$ cat src/rtl/ss_bus_sequencer.sv
// ============================================================================
// Module      : ss_bus_sequencer
// Description : Savestate bus initiator. Walks responder addresses to stream state
//               out (save), stream it in (load) or strobe defaults (clear).
// Revision    : 1.0 - initial release
// ============================================================================
`timescale 1ns/1ps
`default_nettype none

module ss_bus_sequencer #(
    parameter logic [7:0] FIRST_ADDR   = 8'h01,
    parameter logic [7:0] LAST_ADDR    = 8'h10,
    parameter int         READ_LATENCY = 1
) (
    input  logic        clk,
    input  logic        reset_n,
    input  logic        start_save,
    input  logic        start_load,
    input  logic        start_clear,
    output logic        busy,
    output logic        done,
    output logic        core_reset_n,
    output logic [31:0] rd_data,
    output logic        rd_valid,
    input  logic        rd_ready,
    input  logic [31:0] wr_data,
    input  logic        wr_valid,
    output logic        wr_ready,
    output logic [31:0] ss_bus_in,
    output logic [7:0]  ss_bus_addr,
    output logic        ss_bus_wren,
    output logic        ss_bus_reset_n,
    input  logic [31:0] ss_bus_out
);

    localparam logic [1:0] LAT_TARGET = 2'(READ_LATENCY);

    typedef enum logic [2:0] {
        S_IDLE      = 3'd0,
        S_RD_SETTLE = 3'd1,
        S_RD_PUSH   = 3'd2,
        S_WR_WAIT   = 3'd3,
        S_WR_STROBE = 3'd4,
        S_CLR       = 3'd5,
        S_FINISH    = 3'd6
    } state_t;

    state_t      state_q, state_d;
    logic [7:0]  addr_q, addr_d;
    logic [1:0]  lat_q, lat_d;
    logic        clr_q, clr_d;
    logic        hold_q, hold_d;
    logic [31:0] rd_data_q, rd_data_d;
    logic [31:0] bus_in_q, bus_in_d;

    always_ff @(posedge clk) begin
        if (!reset_n) begin
            state_q   <= S_IDLE;
            addr_q    <= 8'h00;
            lat_q     <= 2'd0;
            clr_q     <= 1'b0;
            hold_q    <= 1'b0;
            rd_data_q <= 32'h0;
            bus_in_q  <= 32'h0;
        end else begin
            state_q   <= state_d;
            addr_q    <= addr_d;
            lat_q     <= lat_d;
            clr_q     <= clr_d;
            hold_q    <= hold_d;
            rd_data_q <= rd_data_d;
            bus_in_q  <= bus_in_d;
        end
    end

    always_comb begin
        state_d   = state_q;
        addr_d    = addr_q;
        lat_d     = lat_q;
        clr_d     = clr_q;
        hold_d    = hold_q;
        rd_data_d = rd_data_q;
        bus_in_d  = bus_in_q;
        case (state_q)
            S_IDLE: begin
                if (start_clear) begin
                    state_d = S_CLR;
                    addr_d  = 8'h00;
                    clr_d   = 1'b0;
                    hold_d  = 1'b1;
                end else if (start_load) begin
                    state_d = S_WR_WAIT;
                    addr_d  = FIRST_ADDR;
                    hold_d  = 1'b1;
                end else if (start_save) begin
                    state_d = S_RD_SETTLE;
                    addr_d  = FIRST_ADDR;
                    lat_d   = 2'd0;
                    hold_d  = 1'b0;
                end
            end
            // One extra cycle beyond the latency so the capture flop sees settled data
            S_RD_SETTLE: begin
                if (lat_q == LAT_TARGET) begin
                    rd_data_d = ss_bus_out;
                    state_d   = S_RD_PUSH;
                end else begin
                    lat_d = lat_q + 2'd1;
                end
            end
            S_RD_PUSH: begin
                if (rd_ready) begin
                    if (addr_q == LAST_ADDR) begin
                        state_d = S_FINISH;
                        addr_d  = 8'h00;
                    end else begin
                        state_d = S_RD_SETTLE;
                        addr_d  = addr_q + 8'd1;
                        lat_d   = 2'd0;
                    end
                end
            end
            S_WR_WAIT: begin
                if (wr_valid) begin
                    bus_in_d = wr_data;
                    state_d  = S_WR_STROBE;
                end
            end
            S_WR_STROBE: begin
                if (addr_q == LAST_ADDR) begin
                    state_d = S_FINISH;
                    addr_d  = 8'h00;
                end else begin
                    state_d = S_WR_WAIT;
                    addr_d  = addr_q + 8'd1;
                end
            end
            S_CLR: begin
                if (clr_q) begin
                    state_d = S_FINISH;
                end else begin
                    clr_d = 1'b1;
                end
            end
            // Core reset is released only after the done cycle
            S_FINISH: begin
                state_d = S_IDLE;
                hold_d  = 1'b0;
            end
            default: begin
                state_d = S_IDLE;
                addr_d  = 8'h00;
                hold_d  = 1'b0;
            end
        endcase
    end

    assign busy           = (state_q != S_IDLE);
    assign done           = (state_q == S_FINISH);
    assign core_reset_n   = ~hold_q;
    assign rd_data        = rd_data_q;
    assign rd_valid       = (state_q == S_RD_PUSH);
    assign wr_ready       = (state_q == S_WR_WAIT);
    assign ss_bus_in      = bus_in_q;
    assign ss_bus_addr    = addr_q;
    assign ss_bus_wren    = (state_q == S_WR_STROBE);
    assign ss_bus_reset_n = (state_q != S_CLR);

endmodule

`default_nettype wire

$ cat config.mk
export PLATFORM = sky130hd
export DESIGN_NAME = ss_bus_sequencer
export DESIGN_NICKNAME = d
export VERILOG_FILES = /design/src/rtl/ss_bus_sequencer.sv
export SDC_FILE = /design/constraint.sdc
export NUM_CORES = 1
export LEC_CHECK = 0
export CAP_MARGIN = 20
export CORE_UTILIZATION = 38
export CTS_CLUSTER_DIAMETER = 150
export DETAILED_ROUTE_END_ITERATION = 10
export GPL_TIMING_DRIVEN = 0
export PLACE_DENSITY = 0.82
export RECOVER_POWER = 25
export SYNTH_ARGS = -nofsm -noshare
export SYNTH_HDL_FRONTEND = slang
export SYNTH_SLANG_ARGS = --single-unit
$ cat constraint.sdc
create_clock -name clk -period 1.85 [get_ports clk]
set_input_delay 0.2775 -clock clk [delete_from_list [all_inputs] [get_ports clk]]
set_output_delay 0.2775 -clock clk [all_outputs]
set_load 0.03 [all_outputs]
# Word-level counts from Yosys, hierarchy flattened
# Index checks and enable logic that the tools add are counted.
[op_classes]
add_sub_neg = 2
n_mul = 0
n_div = 0
order_cmp = 0
eq_ne = 20
shift = 0
muxes = 29
bitwise = 3
n_reduce_logical = 13
[op_table]
columns = ["cell", "count"]
rows = [
  ["$mux W8", 5],
  ["$pmux W8 S4", 1],
  ["$mux W3", 9],
  ["$ne A2 B2 Y1 const B", 9],
  ["$pmux W3 S6", 1],
  ["$mux W2", 6],
  ["$eq A3 B3 Y1 const B", 3],
  ["$add A8 B1 Y8 const B", 1],
  ["$eq A8 B5 Y1 const B", 1],
  ["$reduce_and A2 Y1", 4],
  ["$reduce_and A7 Y1", 1],
  ["$eq A3 B2 Y1 const B", 2],
  ["$pmux W2 S3", 1],
  ["$reduce_bool A3 Y1", 2],
  ["$reduce_and A5 Y1", 1],
  ["$reduce_or A5 Y1", 1],
  ["$mux W1", 4],
  ["$ne A4 B4 Y1 const B", 1],
  ["$pmux W1 S2", 2],
  ["$reduce_or A4 Y1", 1],
  ["$eq A3 B1 Y1 const B", 1],
  ["$logic_not A3 Y1", 1],
  ["$ne A3 B3 Y1 const B", 1],
  ["$not A1 Y1", 3],
  ["other kinds (5)", 5],
]
[totals]
regBits = 79
latchBits = 0
mem_bits_rw = 0
rom_bits = 0
input_bits = 71
out_inout_bits = 79
mem_count = 0

# Logic depth before layout (Yosys ltp)
[logic_depth]
ltp_word = 4
mapped_depth = 7
mapped_depth_nobuf = 7

# Worst setup path after synthesis
# No wires, ideal clock.
[synth_path]
path_kind = "flip-flop to flip-flop"
startpoint = "register addr_q[0], in the netlist ss_bus_addr[0]"
endpoint = "register lat_q[1]"
setup_ns = 0.070
arrival_time_ns = 1.941
path_slack_ns = -0.161
stages_incl_launch_ff = 8
n_path_buf = 0
path_cell_list = "dfxtp_1 inv_1 ha_1 and4bb_4 and2_4 a211o_1 or3_1 a21boi_1"
[synth_between]
elab_chain_len = 3
[synth_rtl]
columns = ["element", "line_no", "source"]
rows = [
  ["start, declared", "49", "logic [7:0] addr_q, addr_d;"],
  ["start signal, assigned", "67", "addr_q <= addr_d;"],
  ["$eq A8 B5 Y1", "113", "if (addr_q == LAST_ADDR) begin"],
  ["$ne A2 B2 Y1 (no source line)", "n/a", ""],
  ["$reduce_and A7 Y1 (no source line)", "n/a", ""],
  ["end signal, assigned", "68", "lat_q <= lat_d;"],
  ["end, declared", "50", "logic [1:0] lat_q, lat_d;"],
]
# Every way passes these cells.
# A chain may end at the register's enable or synchronous reset.

# Worst setup path in the final report
# Ends and elaborated chain as after synthesis.

==> reports/metrics.yaml <==
logic_synthesis:
  synth_cells: 410
  ys_types: 45
  yosys-top-cells-area: "dfxtp_1, nand2_1, a21boi_1"
  yosysTopAreaCell: "dfxtp_1"
  synth_top_area_share_pct: 47.0
  yosysSeqAreaShare_pct: 47.0
  ys_warn_count: 0
  synthArstFlopShare_pct: 0
  yosys_most_used_dff: "dfxtp_1"
  avgSynthCellArea_um2: 8.22
  synthesis.area_um2: 3370
  synth-seq-cells: 79
  synth-edff-count: 0
  syn_nets: 484
drt:
  routed_via_density: 4.94
  vias: 3381
  initialDrtViolationCount: 80
  drt_pass1_iterations: 4
  drc: 0
  antenna_left: 0
  wl_um: 9300
  wl_per_cell_um: 13.6
setup_path:
  path_class: "reg2reg"
  crit_path_top_delay_cell: "or3_1"
  critPathMaxStageDelay_ns: 0.38
  required_ns: 2.12
  startpoint_type: "flop"
  arrival_ns: 2.06
  r2r_start: "ss_bus_addr[0]$_SDFFE_PN0P_"
  worstPathCellList: "inv_4 -> ha_4 -> and4bb_4 -> and2_4 -> a211o_1 -> or3_1 -> a21boi_1"
  cp_max_fo: 3
  cp-end-kind: "flop"
  startpoint: "ss_bus_addr[0]$_SDFFE_PN0P_"
pwr:
  switching_share_pct: 35.2
  seq_power_share_pct: 39.5
  total_power_mw: 4.84
  p_int_mw: 3.14
  clockPowerShare_pct: 22.6
  power_density_nw_per_um2: 925
  power.switching_mw: 1.70
  cellLeakagePower_nw: 1.94
  peakVddDrop_mv: 0.412
  pwr-share-comb_pct: 37.9
timing:
  drv_slew: 0
  max_freq_mhz: 557
  max_slew_margin_pct: 65.2
  tightest_slew_ns: 0.522
  layout_worst_path_cycle_share_pct: 97.1
  period_needed_ns: 1.80
  hold_viol_final: 0
  clock_skew_ns: 0.0142
  final-setup-viol-count: 0
finish:
  final_cells: 684
  antenna_cells: 0
  stdcell_area_um2: 5230
  final_cell_mix: "nand2_1, clkdlybuf4s50_1, dfxtp_1, a21boi_1, dlygate4sd3_1"
  drive_gt1_share_pct: 9.50
  mostFrequentLayoutCell: "nand2_1"
  fin_nets: 649
  syn2layout_area_growth_pct: 55.3
global_routing:
  grt_remaining_overflow: 0
  grt_antenna_before_repair: 0
  grt_max_degree: 13
  grt_pass1_wl_um: 14600
  grt_usage_pct: 20.6
  grt_pass1_vias: 3189
clock_tree:
  clkSlewWorstSetupHoldPaths_ns: 0.08
  htreeDepth: 3
  clockBufferDepth: 2
  cts_buffers: 9
  clk_latency_ns: 0.33
  cts.sinks: 79
  cts-root-buf: "clkbuf_8"
  cts_tree: "built"
die:
  ios: 150
  row_count: 33
  start_util_pct: 40.2
  die_y_um: 96.1
  core_area_um2: 8380
  die_w_um: 96.1
  design.die.area_um2: 9240
placed_design:
  placedCellCount: 663
  dpl_cell_area_um2: 4990
  dp_hpwl_um: 7040
  io_buffers: 148
  gp_congestion: 0.848
run_status:
  status: "complete, no violations"
job:
  cap_violations: 0
hold_path:
  hold_path.class: "in2reg"
  min_from: "reset_n"
-- state kept, by name, summed over array words and instances (netlist names) --
| signal | count |
|---|---|
| clr_q | 1 |
| state_q | 3 |
| lat_q | 2 |
| ss_bus_in | 32 |
| ss_bus_addr | 8 |
| hold_q | 1 |
| rd_data | 32 |
-- final cells by class --
class	instances	area, µm²
clock buffer	11	141
clock inverter	4	22.5
timing repair buffer	154	1500
multi-input combinational	298	1690
sequential	79	1590
inverter	7	28.8
buffer	26	130
tap	105	131
fill	748	3150
-- metrics by stage --
stage / hold slack (ns) / setup slack, ns / setup TNS, ns / util [%]
finish: 0.308 / 0.0540 / 0 / 62.4
global route: 0.321 / -0.00982 / -0.0103 / 62.4
CTS: 0.293 / -0.00622 / -0.0119 / 61.8
detailed placement: 0.445 / -0.173 / -2.46 / 59.5
global placement: 0.439 / -0.186 / -1.62 / 59.5
floorplan: 0.412 / 0.0145 / 0 / -
-- cells in the mapped netlist, types with 4 or more instances --
library cell and instances:
a21boi_0 30, a21boi_1 43, nand2b_1 5, inv_1 7, o21a_1 7, nand3_1 8
buf_2 8, dfxtp_1 79, clkbuf_1 17, o21ai_1 4, nand2_1 141, nor2_1 11
nor3_1 5
-- path summary, 6_finish.rpt --
path | endpoint | depth (start not counted) | slack [ns]
setup / recovery | lat_q[1]$_SDFFE_PN0P_ | 7 | 0.05
hold / removal | rd_data[12]$_SDFFE_PN0P_ | 2 | 0.31
setup reg to reg | lat_q[1]$_SDFFE_PN0P_ | 7 | 0.05
hold reg to reg | rd_data[12]$_SDFFE_PN0P_ | 2 | 0.45
-- metal layers --
layer / share of wire [%] / track usage [%] / up-vias
li1: - / - / 1693
met1: 42 / 23.1 / 1551
met2: 48 / 34.9 / 131
met3: 9.6 / 7.35 / 6
met4: 1.0 / 8.96 / 0
met5: 0 / 0 / -
-- power groups by stage --
stage | Clock [mW] | Sequential, mW | Combinational, mW
3_5_place_dp | 0 | 1.95 | 1.67
5_1_grt | 1.21 | 1.93 | 1.98
6_report | 1.09 | 1.91 | 1.84
3_3_place_gp | 0 | 1.95 | 1.65
4_1_cts | 1.14 | 1.92 | 1.75
2_1_floorplan | 0 | 2.07 | 0.931
-- critical path: cells and delay by family, from the launching register on --
kind	cells	cell delay, ns
AOI/OAI and AO/OA	2	0.46
and+or+nand+nor	3	0.73
DFF	1	0.37
adders and majority gates	1	0.14
buffers and inverters	1	0.04
-- cell families (layout without fill, tap and decap cells) --
family	count (synthesis)	in the layout	share of synthesized area (%)
fa+ha+maj	3	3	1.11
buf+inv	33	202	4.20
simple gates	190	190	24.4
mux	1	1	0.334
flops	79	79	47.0
xor+xnor	1	1	0.260
compound gates	103	103	22.7
-- timing repair --
item / in CTS / in global routing
setup buffers: 1 / 5
resized for setup: 28 / 24
hold buffers: 0 / 0
pin swaps: 2 / 5
endpoints found under the setup margin: 19 / 40
gates cloned: 0 / 0
No activity file was read; power rests on OpenSTA's default activity.
